--- src/rtl/imem_loader_pkg.sv ---
// Shared types and helpers for the instruction-memory loader and the fetch-side word assembly.
package imem_loader_pkg;

    typedef enum logic [1:0] {IDLE, ACCEPT, WRITE, DONE} state_t;

    localparam int BYTES_PER_WORD = 4;

    // Big-endian lane select: lane 0 is the MSB, stored at the lowest byte address.
    function automatic logic [7:0] byte_lane(input logic [31:0] word, input logic [1:0] idx);
        logic [7:0] b;
        case (idx)
            2'd0:    b = word[31:24];
            2'd1:    b = word[23:16];
            2'd2:    b = word[15:8];
            default: b = word[7:0];
        endcase
        return b;
    endfunction

endpackage

--- src/rtl/imem_byte_serializer.sv ---
// Holds one captured instruction word and steps through its four big-endian byte lanes.
module imem_byte_serializer
    import imem_loader_pkg::*;
(
    input  logic        clk,
    input  logic        rst,
    input  logic        load,
    input  logic        advance,
    input  logic [31:0] data,
    output logic [1:0]  idx,
    output logic [7:0]  byte_data,
    output logic        last_byte
);

    logic [31:0] word_reg;

    // A new word always restarts at lane 0; the index wraps naturally after the last lane.
    always_ff @(posedge clk) begin
        if (rst) begin
            word_reg <= '0;
            idx      <= '0;
        end else if (load) begin
            word_reg <= data;
            idx      <= '0;
        end else if (advance) begin
            idx <= idx + 2'd1;
        end
    end

    assign byte_data = byte_lane(word_reg, idx);
    assign last_byte = (idx == 2'(BYTES_PER_WORD - 1));

endmodule

--- src/rtl/imem_loader.sv ---
// Streams 32-bit program words into the instruction memory as four big-endian byte writes each.
module imem_loader
    import imem_loader_pkg::*;
#(
    parameter int ADDR_W = 16
) (
    input  logic              clk,
    input  logic              rst,
    input  logic              start,
    input  logic [ADDR_W-1:0] base_addr,
    input  logic [ADDR_W-1:0] word_count,
    input  logic              in_valid,
    output logic              in_ready,
    input  logic [31:0]       in_data,
    output logic              mem_we,
    output logic [ADDR_W-1:0] mem_addr,
    output logic [7:0]        mem_wdata,
    output logic              busy,
    output logic              done,
    output logic              err
);

    localparam logic [ADDR_W-1:0] LAST_WORD = {{(ADDR_W-2){1'b1}}, 2'b00};

    state_t            state, state_next;
    logic [ADDR_W-1:0] cur_addr, addr_next;
    logic [ADDR_W-1:0] remaining, rem_next;
    logic              err_next;
    logic              load;
    logic [1:0]        idx;
    logic [7:0]        byte_data;
    logic              last_byte;

    imem_byte_serializer u_ser (
        .clk       (clk),
        .rst       (rst),
        .load      (load),
        .advance   (state == WRITE),
        .data      (in_data),
        .idx       (idx),
        .byte_data (byte_data),
        .last_byte (last_byte)
    );

    always_ff @(posedge clk) begin
        if (rst) begin
            state     <= IDLE;
            cur_addr  <= '0;
            remaining <= '0;
            err       <= 1'b0;
        end else begin
            state     <= state_next;
            cur_addr  <= addr_next;
            remaining <= rem_next;
            err       <= err_next;
        end
    end

    always_comb begin
        state_next = state;
        addr_next  = cur_addr;
        rem_next   = remaining;
        err_next   = err;
        load       = 1'b0;
        in_ready   = 1'b0;
        busy       = 1'b0;
        done       = 1'b0;
        mem_we     = 1'b0;
        mem_addr   = '0;
        mem_wdata  = '0;
        case (state)
            IDLE: begin
                if (start) begin
                    addr_next  = {base_addr[ADDR_W-1:2], 2'b00};
                    rem_next   = word_count;
                    err_next   = 1'b0;
                    state_next = (word_count == '0) ? DONE : ACCEPT;
                end
            end
            ACCEPT: begin
                in_ready = 1'b1;
                busy     = 1'b1;
                if (in_valid) begin
                    load       = 1'b1;
                    state_next = WRITE;
                end
            end
            WRITE: begin
                busy      = 1'b1;
                mem_we    = 1'b1;
                mem_addr  = cur_addr + ADDR_W'(idx);
                mem_wdata = byte_data;
                // Finishing the top aligned word with words still pending aborts rather than wrapping to 0.
                if (last_byte) begin
                    addr_next = cur_addr + ADDR_W'(BYTES_PER_WORD);
                    rem_next  = remaining - 1'b1;
                    if (remaining == ADDR_W'(1)) begin
                        state_next = DONE;
                    end else if (cur_addr == LAST_WORD) begin
                        err_next   = 1'b1;
                        state_next = DONE;
                    end else begin
                        state_next = ACCEPT;
                    end
                end
            end
            DONE: begin
                done       = 1'b1;
                state_next = IDLE;
            end
            default: state_next = IDLE;
        endcase
    end

endmodule

--- config.mk ---
export PLATFORM = sky130hd
export DESIGN_NAME = imem_loader
export DESIGN_NICKNAME = d
export VERILOG_FILES = /design/src/rtl/imem_loader_pkg.sv /design/src/rtl/imem_byte_serializer.sv /design/src/rtl/imem_loader.sv
export SDC_FILE = /design/constraint.sdc
export NUM_CORES = 1
export LEC_CHECK = 0
export ABC_AREA = 1
export CORE_MARGIN = 2
export CORE_UTILIZATION = 34
export DETAILED_ROUTE_END_ITERATION = 7
export HOLD_SLACK_MARGIN = 0.06
export SLEW_MARGIN = 20
export SYNTH_ARGS = -nofsm -noshare
export SYNTH_HDL_FRONTEND = slang
export SYNTH_SLANG_ARGS = --single-unit
--- constraint.sdc ---
create_clock -name clk -period 2.1 [get_ports clk]
set_input_delay 0.21 -clock clk [delete_from_list [all_inputs] [get_ports clk]]
set_output_delay 0.21 -clock clk [all_outputs]
set_load 0.02 [all_outputs]
Word level (Yosys, flattened, before mapping)
Index checks and enable logic that the tools add are counted.

Bits of input ports: 68. Output and inout port bits: 29. Register bits: 69. Logic and storage cells: 59.

Reductions and logical operators: 9. Eq/ne operators: 13. Muxes and demuxes: 27. Add/subtract/negate cells: 4.

Operator list (count): 2-to-1 mux 16 bit (5); one-hot mux 16 bit (2 select lines) (2); one-hot mux 8 bit (3 select lines) (1); adder 16 x 2 -> 16 bit (1); adder 16 x 3 -> 16 bit (second input constant) (1); == test 16 x 1 -> 1 bit (second input constant) (1); == test 16 bit (second input constant) (1); zero test 16 bit (1); subtractor 16 x 1 -> 16 bit (second input constant) (1); 2-to-1 mux 2 bit (6); 2-to-1 mux 1 bit (10); inequality test 2 bit (second input constant) (5); == test 2 bit (second input constant) (4); 2-to-1 mux 8 bit (1); one-hot mux 2 bit (4 select lines) (1); AND reduction 3 bit (2); AND reduction 5 bit (1); == test 2 x 1 -> 1 bit (second input constant) (2); zero test 2 bit (2); OR reduction 2 bit (2); adder 2 x 1 -> 2 bit (second input constant) (1); one-hot mux 1 bit (2 select lines) (1); nonzero test 2 bit (1).

Depth between registers and ports, before layout
Gate-level depths: netlist of the first run.

Depth after elaboration: 5. Gate-level depth with buffers: 13. Gate-level depth less buffers: 11.

Hierarchy
A second synthesis of the first run with hierarchy kept.

Cells, all modules: 651. Area total of the unflattened synthesis: 4045.1 µm².

By module, submodules not included: imem_loader (area an instance 2506.2 µm², instances 1, seq. area each 660.6 µm², cells an instance 427); imem_byte_serializer (area an instance 1539.0 µm², instances 1, seq. area each 680.7 µm², cells an instance 224).

Worst setup path before layout of the first run
OpenSTA, ideal clock, no wires.

Path kind: reg2out. Start point: register state[0]. End point: output mem_wdata[0]. Arrival time: 1.655 ns. Stages on the path, launching flop included: 9. Path buffers: 4. Slack: 0.235 ns. Data required time: 1.890 ns. Cell sequence: dfxtp_1 -> inv_1 -> ha_1 -> buf_6 -> buf_6 -> buf_2 -> buf_2 -> nand3_1 -> o21ai_0.

Longest elaborated chain between the ends: 2.

RTL lines: from (decl) (RTL line imem_loader.sv:25) `state_t state, state_next;`; from (signal assigned) (RTL line imem_loader.sv:52) `state <= state_next;`; == test 2 bit (RTL line imem_loader.sv:71) `case (state)`; 2-to-1 mux 8 bit (RTL line imem_loader.sv:71); to (decl) (RTL line imem_loader.sv:17) `output logic [7:0] mem_wdata,`.

Every way passes these cells.

Worst setup path after layout of the first run
Start point: register state[0]. End point: output mem_we.

Longest elaborated chain between the ends: 2.

RTL lines: == test 2 bit (RTL line imem_loader.sv:71); 2-to-1 mux 1 bit (RTL line imem_loader.sv:71); to (decl) (RTL line imem_loader.sv:15) `output logic mem_we,`.

Every way passes these cells.

==> metrics.txt, run 1 <==
status complete, but fails checks; failing checks DRC; # DRC 9; R2R depth 11; # nets final ~800; Antenna Nets Post-Route 0; ys flop type dfxtp_1; CP max stage delay roughly 0.62 ns; arrival time worst endpoint around 1.8 ns; # port buffers 94; Hold EP cur_addr[3]; number of CTS-inserted buffers 9; P&R area growth vs syn 34.3%; Worst-Skew Late Latency 0.33 ns; R2R Path End remaining[3]; most frequent cell after synthesis nor2_1; Max VDD drop between 0.7 and 0.8 mV; register bit count reported by yosys between 60 and 70; Layout fillers 1194; initial antenna violation count 0; largest net degree at the start of global routing between 40 and 50; Synth warnings 0; FF+latch area around 1300 µm²; io pins 97; placed insts approximately 840; clk_skew ~0.0046 ns; Final Hold Fails 0; vias per cell just under 5; GPL Wtd Cong around 0.96; core region area 11500 µm²; die area 12800 µm²; CTS root buffer clkbuf_16; RSZ-0062 raised after global routing no; reg-to-reg slack, setup roughly 0.3 ns; grt ovf 0; reg-to-reg startpoint u_ser.idx[1]; Worst Path Class, Setup reg -> out; leading post-synthesis cells by cell area dfxtp_1 33%, nor2_1 12%, nand2_1 11%; Synth top cells by count 128 x nor2_1, 120 x nand2_1, 67 x dfxtp_1, 66 x o21ai_0, 65 x inv_1; Syn Std Cell Area roughly 4000 µm²; CP required 1.89 ns; Mapped Cells ~630; PwrDens 1400 nW/µm²; total setup buffers inserted after CTS 0; fmax about 500 MHz; CTS Buffer Depth 2; delay-heaviest family, CP buffers and inverters; Min Hold Slack around 0.47 ns; H-tree depth 3; ratio of final minimum period to clock period 0.960; Multi-input gate area around 2300 µm²; total power 0.00762 W; number of non-filler instances in the completed layout 860; row count 39; Yosys cell types 39; crit path capture type output port; count of pins over their slew limit 0; Reg clk slew, reported paths around 0.06 ns; max-cap check violation count 0; global-route usage over all layers 0.190; Worst Max-Slew Pin Slew around 0.46 ns; CTS tree built; Critical path origin state[0]; min-delay worst type in -> reg; Die Wd between 100 and 150 µm; First DRT Iteration DRCs about 330; Post-synth EDFFs 0; CP Buf/Inv Count 3; crit-path max FO 25; DR vias ~4200; syn nets slightly above 700; Lkg Pwr roughly 2.4 nW; CP Launch Type flip-flop; hold path cells 3; Detailed Place HPWL around 8300 µm; most area-hungry cell type in the Yosys netlist dfxtp_1; TritonCTS Sinks between 60 and 70; Starting Density 0.351; ordered cell list for the critical path inv_1, ha_4, buf_12, clkdlybuf4s50_1; Slew HR 0.696; Slowest-stage cell, CP clkdlybuf4s50_1; diodes inserted 0; Die Ht ~110 µm; share of layout cells above drive strength 1 0.0795; Post-synth ARST share 0; Hold Path Origin base_addr[3]; Syn Area/Cell 6.43 µm²; first-pass GRT wire length approximately 20000 µm; final wirelength 11800 µm; drt wl/cell around 14 µm; vias in the first global route approximately 4200; max reg flops 32; register area share after synthesis 0.332; # setup viols final 0; crit path time final 2.02 ns; drt first pass iters 7; Synth top area share 0.332
-- cell type report --
class,instances,area share
multi-input cells,460,0.415
flip-flops and latches,67,0.247
repair buffers,105,0.195
inverters,69,0.0505
clock buffers,9,0.0415
well taps,143,0.0330
clock inverters,7,0.0187
-- routing by layer --
metal | track usage | vias to the layer above | share of wire
met2 | 0.328 | 111 | 0.48
li1 | - | 2182 | -
met5 | 0 | - | 0
met1 | 0.241 | 1937 | 0.46
met3 | 0.0337 | 16 | 0.054
met4 | 0.0585 | 0 | 0.015
-- cells in the final DEF, fill, tap and decap left out, types with 3 or more instances in the layout --
cell type        instances
nand3b_1                 3
nand4_1                  6
clkdlybuf4s50_1         70
o21ai_0                 65
ha_2                     4
a21oi_2                  4
a31oi_1                  3
a22o_1                   8
buf_4                    7
nand3_1                 38
inv_1                   65
ha_1                     6
nor2_2                   3
dfxtp_1                 66
nor2_1                 128
a21oi_1                 43
nand2_1                120
dlygate4sd2_1           21
buf_12                   3
clkinv_4                 3
clkbuf_16                9
o21ai_1                  8
o211ai_1                 4
-- report_power, final --
group | internal [W] | switching, W | total (W)
registers | 0.00170 | 0.000387 | 0.00209
clock network | 0.00105 | 0.000599 | 0.00165
logic | 0.00147 | 0.00242 | 0.00389
total | 0.00422 | 0.00340 | 0.00762
-- per-stage QoR --
| step | util | setup WS [ns] | area (µm²) | TNS (ns) |
|---|---|---|---|---|
| floorplan | - | 0.235 | 4040 | 0 |
| global placement | 0.441 | 0.0545 | 5080 | 0 |
| detailed placement | 0.441 | -0.0370 | 5080 | -0.0370 |
| CTS | 0.471 | 0.00286 | 5430 | 0 |
| global route | 0.471 | 0.000638 | 5430 | 0 |
| finish | 0.471 | 0.0849 | 5430 | 0 |
-- kinds of logic after synthesis --
group	Yosys count	share of synthesized area
and+or+nand+nor	310	0.326
AOI/OAI and AO/OA	138	0.189
buffers and inverters	102	0.117
DFF	67	0.332
adders and majority gates	11	0.0340
xor gates and xnor gates	1	0.00217
-- worst min-delay path, cell delays in order --
cell and delay, ns:
clkdlybuf4s50_1 0.40, nand2_1 0.07, a31oi_1 0.07
-- worst max-delay path by stage --
stage                         endpoint  depth (start not counted)  slack, ns
after floorplan           mem_wdata[0]                          8       0.23
after global placement    mem_wdata[2]                          6       0.05
after detailed placement  mem_wdata[2]                          6      -0.04
after CTS                 mem_wdata[3]                          6      0.003
after global routing      mem_wdata[3]                          6     0.0006
final                           mem_we                          4       0.08
-- repair_timing --
item / in CTS / in global routing
hold endpoints to repair: 0 / 0
setup endpoints to repair: 25 / 8
cloned: 1 / 0
hold buffers: 0 / 0
resized for setup: 33 / 5
(Power assumes the default switching activity.)
==> inputs of run 2 (changes only) <==
==> constraint.sdc (replaced) <==
create_clock -name clk -period 2.1 [get_ports clk]
set_input_delay 0.21 -clock clk [delete_from_list [all_inputs] [get_ports clk]]
set_output_delay 0.21 -clock clk [all_outputs]
set_load 0.05 [all_outputs]
==> run 2 against run 1 <==
Against the previous run: the flow still finishes with violations (DRC); largest cell class unchanged; critical path depth fell by 1; clock skew rose by 0.0028 ns; non-clock buffer count fell by 2; critical endpoint is now in_ready.
==> metrics.txt, run 2 (synthesis results as in run 1) <==
cts hold-fix bufs 0 (unchanged); Slew HR 0.621 (was 0.696); dpl ws 0.222 ns (was -0.0370 ns); PwrDens 1390 nW/µm² (was 1400 nW/µm²); CP max stage delay 0.85 ns (was 0.62 ns); Final Worst Setup Slack 0.117 ns (was 0.0849 ns); max reg flops 32 (unchanged); # nets final 789 (was 791); share of layout cells above drive strength 1 0.119 (was 0.0795); crit-path max FO 4 (was 25); Die Ht 113 µm (unchanged); most common cell after layout, fill and taps aside nor2_1 (unchanged); max-cap check violation count 0 (unchanged); fmax 504 MHz (was 496 MHz); global-route usage over all layers 0.181 (was 0.190); Detailed Place HPWL 8220 µm (was 8340 µm); FF+latch area 1340 µm² (about the same); Antenna Nets Post-Route 0 (unchanged); ordered cell list for the critical path inv_1, ha_1, clkdlybuf4s50_1 (was inv_1, ha_4, buf_12, clkdlybuf4s50_1); drt first pass iters 7 (unchanged); first-pass GRT wire length 19100 µm (was 19700 µm); CP required 1.89 ns (about the same); commonest cells after routing, fill and taps aside 128 x nor2_1, 120 x nand2_1, 68 x clkdlybuf4s50_1 (was 128 x nor2_1, 120 x nand2_1, 70 x clkdlybuf4s50_1); total setup buffers inserted after CTS 0 (unchanged); Worst Max-Slew Pin Slew 0.567 ns (was 0.455 ns); Worst-Skew Late Latency 0.33 ns (about the same); P&R area growth vs syn 40.0% (was 34.3%); row count 39 (unchanged); DR vias 4299 (was 4246); placed insts 842 (was 843); vias per cell 5.01 (was 4.94); Slowest-stage cell, CP clkdlybuf4s50_1 (unchanged); largest net degree at the start of global routing 49 (unchanged); number of non-filler instances in the completed layout 858 (was 860); Worst Path Class, Setup reg -> out (unchanged); count of pins over their slew limit 0 (unchanged); Max VDD drop 0.495 mV (was 0.778 mV); # DRC 8 (was 9); CTS tree built (unchanged); initial antenna violation count 0 (unchanged); # setup viols final 0 (unchanged); CTS root buffer clkbuf_16 (unchanged); Final Hold Fails 0 (unchanged); First DRT Iteration DRCs 268 (was 329); Starting Density 0.351 (unchanged); CP Buf/Inv Count 2 (was 3); Reg clk slew, reported paths 0.06 ns (about the same); H-tree depth 3 (unchanged); ratio of final minimum period to clock period 0.944 (was 0.960); vias in the first global route 4079 (was 4205); drt wl/cell 13.5 µm (was 13.7 µm); Lkg Pwr 2.44 nW (was 2.43 nW); grt ovf 0 (unchanged); arrival time worst endpoint 1.77 ns (was 1.81 ns); die area 12800 µm² (unchanged); crit path time final 1.98 ns (was 2.02 ns); final wirelength 11500 µm (was 11800 µm); # port buffers 94 (unchanged); number of CTS-inserted buffers 9 (unchanged); crit path capture type output port (unchanged); CP Launch Type flip-flop (unchanged); status complete, but fails checks (unchanged); Layout fillers 1155 (was 1194); GPL Wtd Cong 0.913 (was 0.956); setup TNS 0 ns (unchanged); CTS Buffer Depth 2 (unchanged); Die Wd 113 µm (unchanged); diodes inserted 0 (unchanged); failing checks DRC (unchanged); io pins 97 (unchanged); Multi-input gate area 2270 µm² (was 2250 µm²); TritonCTS Sinks 67 (unchanged); delay-heaviest family, CP buffers and inverters (unchanged); core region area 11500 µm² (unchanged); min-delay worst type in -> reg (unchanged); clk_skew 0.00745 ns (was 0.00463 ns)
## run 2: timing repair
item	4_1_cts	5_1_grt
hold endpoints to repair	0	0
gates resized for setup	0	5
endpoints found under the setup margin	0	9
## run 2: worst paths after layout
kind,startpoint,end,slack (ns),cells after the start
max,state[1],in_ready,0.12,3
min,base_addr[3],cur_addr[3],0.47,3
max reg2reg,state[0],remaining[3],0.21,10
min reg2reg,u_ser.word_reg[23],u_ser.word_reg[23],0.49,2
## run 2: power by group
group / total (W) / switching, W / internal, W / leakage, nW
logic: 0.00413 / 0.00268 / 0.00145 / 1.73
clock network: 0.00167 / 0.000588 / 0.00108 / 0.164
registers: 0.00206 / 0.000363 / 0.00170 / 0.551
total: 0.00786 / 0.00363 / 0.00423 / 2.44
## run 2: final cells by class
cell class | count | area share
multi-input combinational | 460 | 0.401
sequential | 67 | 0.237
timing repair buffer | 103 | 0.223
inverter | 69 | 0.0493
clock buffer | 10 | 0.0422
tap | 143 | 0.0316
clock inverter | 6 | 0.0168
## run 2: routing by layer
layer,vias to the layer above,part of all wire,global-route usage
met3,10,0.064,0.0354
li1,2188,-,-
met4,0,0.0066,0.0455
met5,-,0,0
met1,1968,0.48,0.245
met2,133,0.45,0.296
## run 2: metrics by stage
step	total power, W	cell area [µm²]	utilization	hold slack (ns)
final	0.00786	5660	0.492	0.468
after global routing	0.00850	5660	0.492	0.498
after CTS	0.00789	5650	0.490	0.466
after detailed placement	0.00617	5310	0.461	0.477
after global placement	0.00609	5310	0.461	0.466
after floorplan	0.00521	4080	-	0.358
## run 2: worst register-to-register path, stage by stage (launching register included)
cell	delay (ns)
dfxtp_1	0.33
inv_1	0.11
ha_2	0.31
nand2_8	0.13
nand2_4	0.09
clkinv_4	0.08
nand2_8	0.19
clkinv_8	0.19
o21ai_0	0.16
o21ai_0	0.11
a21oi_1	0.14
==> inputs of run 3 (changes only) <==
Settings changed: PLACE_DENSITY from default to 0.67, REMOVE_ABC_BUFFERS from default to 1.
==> run 3 against run 2 <==
Against the previous run: the run still ends with DRC left; cell count unchanged; first-iteration DRC count down 34%; total power down 0.80%; worst hold slack better by 0.013 ns; design area down 0.29%; sequential share of layout area up 0.090 points; sequential cell count unchanged; clock skew down 0.0014 ns; non-clock buffer count up 1; die area unchanged; global-route usage down 0.34 points; combinational power about the same.
==> metrics.txt, run 3 (synthesis results as in run 1) <==
Antenna Nets Post-Route 0 (unchanged); # port buffers 94 (unchanged); initial antenna violation count 0 (unchanged); status complete, but fails checks (unchanged); Lkg Pwr 2.44 nW (about the same); H-tree depth 3 (unchanged); Final Hold Fails 0 (unchanged); Multi-input gate area 2250 µm² (was 2270 µm²); most common cell after layout, fill and taps aside nor2_1 (unchanged); die area 12800 µm² (unchanged); First DRT Iteration DRCs 176 (was 268); first-pass GRT wire length 18700 µm (was 19100 µm); Starting Density 0.351 (unchanged); DR vias 4275 (was 4299); delay-heaviest family, CP compound AO/OA/AOI/OAI gates (was buffers and inverters); global-route usage over all layers 0.177 (was 0.181); Die Wd 113 µm (unchanged); Worst-Skew Late Latency 0.32 ns (was 0.33 ns); final wirelength 11400 µm (was 11500 µm); Worst Max-Slew Pin Slew 0.544 ns (was 0.567 ns); commonest cells after routing, fill and taps aside 128 x nor2_1, 120 x nand2_1, 67 x clkdlybuf4s50_1 (was 128 x nor2_1, 120 x nand2_1, 68 x clkdlybuf4s50_1); max-cap check violation count 0 (unchanged); vias in the first global route 4017 (was 4079); grt ovf 0 (unchanged); # setup viols final 0 (unchanged); CTS Buffer Depth 2 (unchanged); clk_skew 0.00604 ns (was 0.00745 ns); Worst Path Class, Setup reg -> out (unchanged); failing checks DRC (unchanged); Reg clk slew, reported paths 0.05 ns (was 0.06 ns); share of layout cells above drive strength 1 0.109 (was 0.119); crit-path max FO 8 (was 4); CP Launch Type flip-flop (unchanged); Slowest-stage cell, CP dfxtp_1 (was clkdlybuf4s50_1); FF+latch area 1340 µm² (about the same); RSZ-0062 raised after global routing no; setup TNS 0 ns (unchanged); Max VDD drop 0.650 mV (was 0.495 mV); row count 39 (unchanged); crit path time final 2.01 ns (was 1.98 ns); number of non-filler instances in the completed layout 858 (unchanged); crit path capture type output port (unchanged); cts hold-fix bufs 0 (unchanged); core region area 11500 µm² (unchanged); max reg flops 32 (unchanged); drt first pass iters 7 (unchanged); largest net degree at the start of global routing 36 (was 49); CP Buf/Inv Count 2 (unchanged); CP required 1.89 ns (about the same); ordered cell list for the critical path inv_1, ha_2, a22o_1, a21oi_1, o21ai_1, buf_12 (was inv_1, ha_1, clkdlybuf4s50_1); fmax 496 MHz (was 504 MHz); placed insts 843 (was 842); P&R area growth vs syn 39.6% (was 40.0%); io pins 97 (unchanged); Min Hold Slack 0.481 ns (was 0.468 ns); ratio of final minimum period to clock period 0.959 (was 0.944); # nets final 790 (was 789); GPL Wtd Cong 0.892 (was 0.913); Die Ht 113 µm (unchanged); min-delay worst type reg -> reg (was in -> reg); TritonCTS Sinks 67 (unchanged); diodes inserted 0 (unchanged); Slew HR 0.636 (was 0.621); CP max stage delay 0.42 ns (was 0.85 ns); CTS tree built (unchanged); vias per cell 4.98 (was 5.01); Layout fillers 1129 (was 1155); Detailed Place HPWL 8330 µm (was 8220 µm); CTS root buffer clkbuf_16 (unchanged); count of pins over their slew limit 0 (unchanged); arrival time worst endpoint 1.80 ns (was 1.77 ns); number of CTS-inserted buffers 9 (unchanged); drt wl/cell 13.2 µm (was 13.5 µm); # DRC 3 (was 8); PwrDens 1380 nW/µm² (was 1390 nW/µm²)
run 3: stage by stage:
step | total power [W] | utilization | setup slack [ns] | cell area (µm²)
final | 0.00780 | 0.490 | 0.0855 | 5650
after global routing | 0.00844 | 0.490 | 0.00670 | 5650
after CTS | 0.00781 | 0.489 | 0.00525 | 5630
after detailed placement | 0.00617 | 0.460 | 0.257 | 5300
after global placement | 0.00608 | 0.460 | 0.310 | 5300
after floorplan | 0.00488 | - | -1.44 | 3840
run 3: worst reg2reg max path: stages, from the launching register on:
cell	delay (ns)
dfxtp_1	0.42
ha_1	0.27
inv_4	0.06
nand2_8	0.10
nand2_4	0.07
clkinv_4	0.07
nand2_8	0.13
inv_8	0.22
o21ai_0	0.16
o21ai_0	0.17
a21oi_1	0.05
run 3: metal layers:
layer / vias to the layer above / part of all wire / global-route usage
li1: 2187 / - / -
met1: 1966 / 0.44 / 0.222
met2: 110 / 0.49 / 0.311
met3: 12 / 0.050 / 0.0268
met4: 0 / 0.013 / 0.0602
met5: - / 0 / 0
run 3: layout make-up:
| type | count | area share |
|---|---|---|
| clock buffers | 9 | 0.0399 |
| clock inverters | 6 | 0.0160 |
| inverters | 69 | 0.0485 |
| multi-input cells | 460 | 0.398 |
| flip-flops and latches | 67 | 0.238 |
| well taps | 143 | 0.0317 |
| repair buffers | 104 | 0.228 |
run 3: timing repair:
action                     4_1_cts  5_1_grt
resized for setup                6       10
pin swaps                        0        0
setup endpoints to repair        8        8
buffers inserted                 0        0
run 3: path summary, 6_finish.rpt:
| check | depth (start not counted) | slack (ns) | from | to |
|---|---|---|---|---|
| max | 6 | 0.09 | u_ser.idx[1] | mem_wdata[3] |
| max reg2reg | 10 | 0.27 | u_ser.idx[1] | remaining[3] |
| min | 2 | 0.48 | remaining[11] | remaining[11] |
| min reg2reg | 2 | 0.48 | remaining[11] | remaining[11] |
run 3: power breakdown:
part | switching, W | internal, W
Combinational | 0.00265 | 0.00148
Clock | 0.000560 | 0.00104
Sequential | 0.000377 | 0.00170
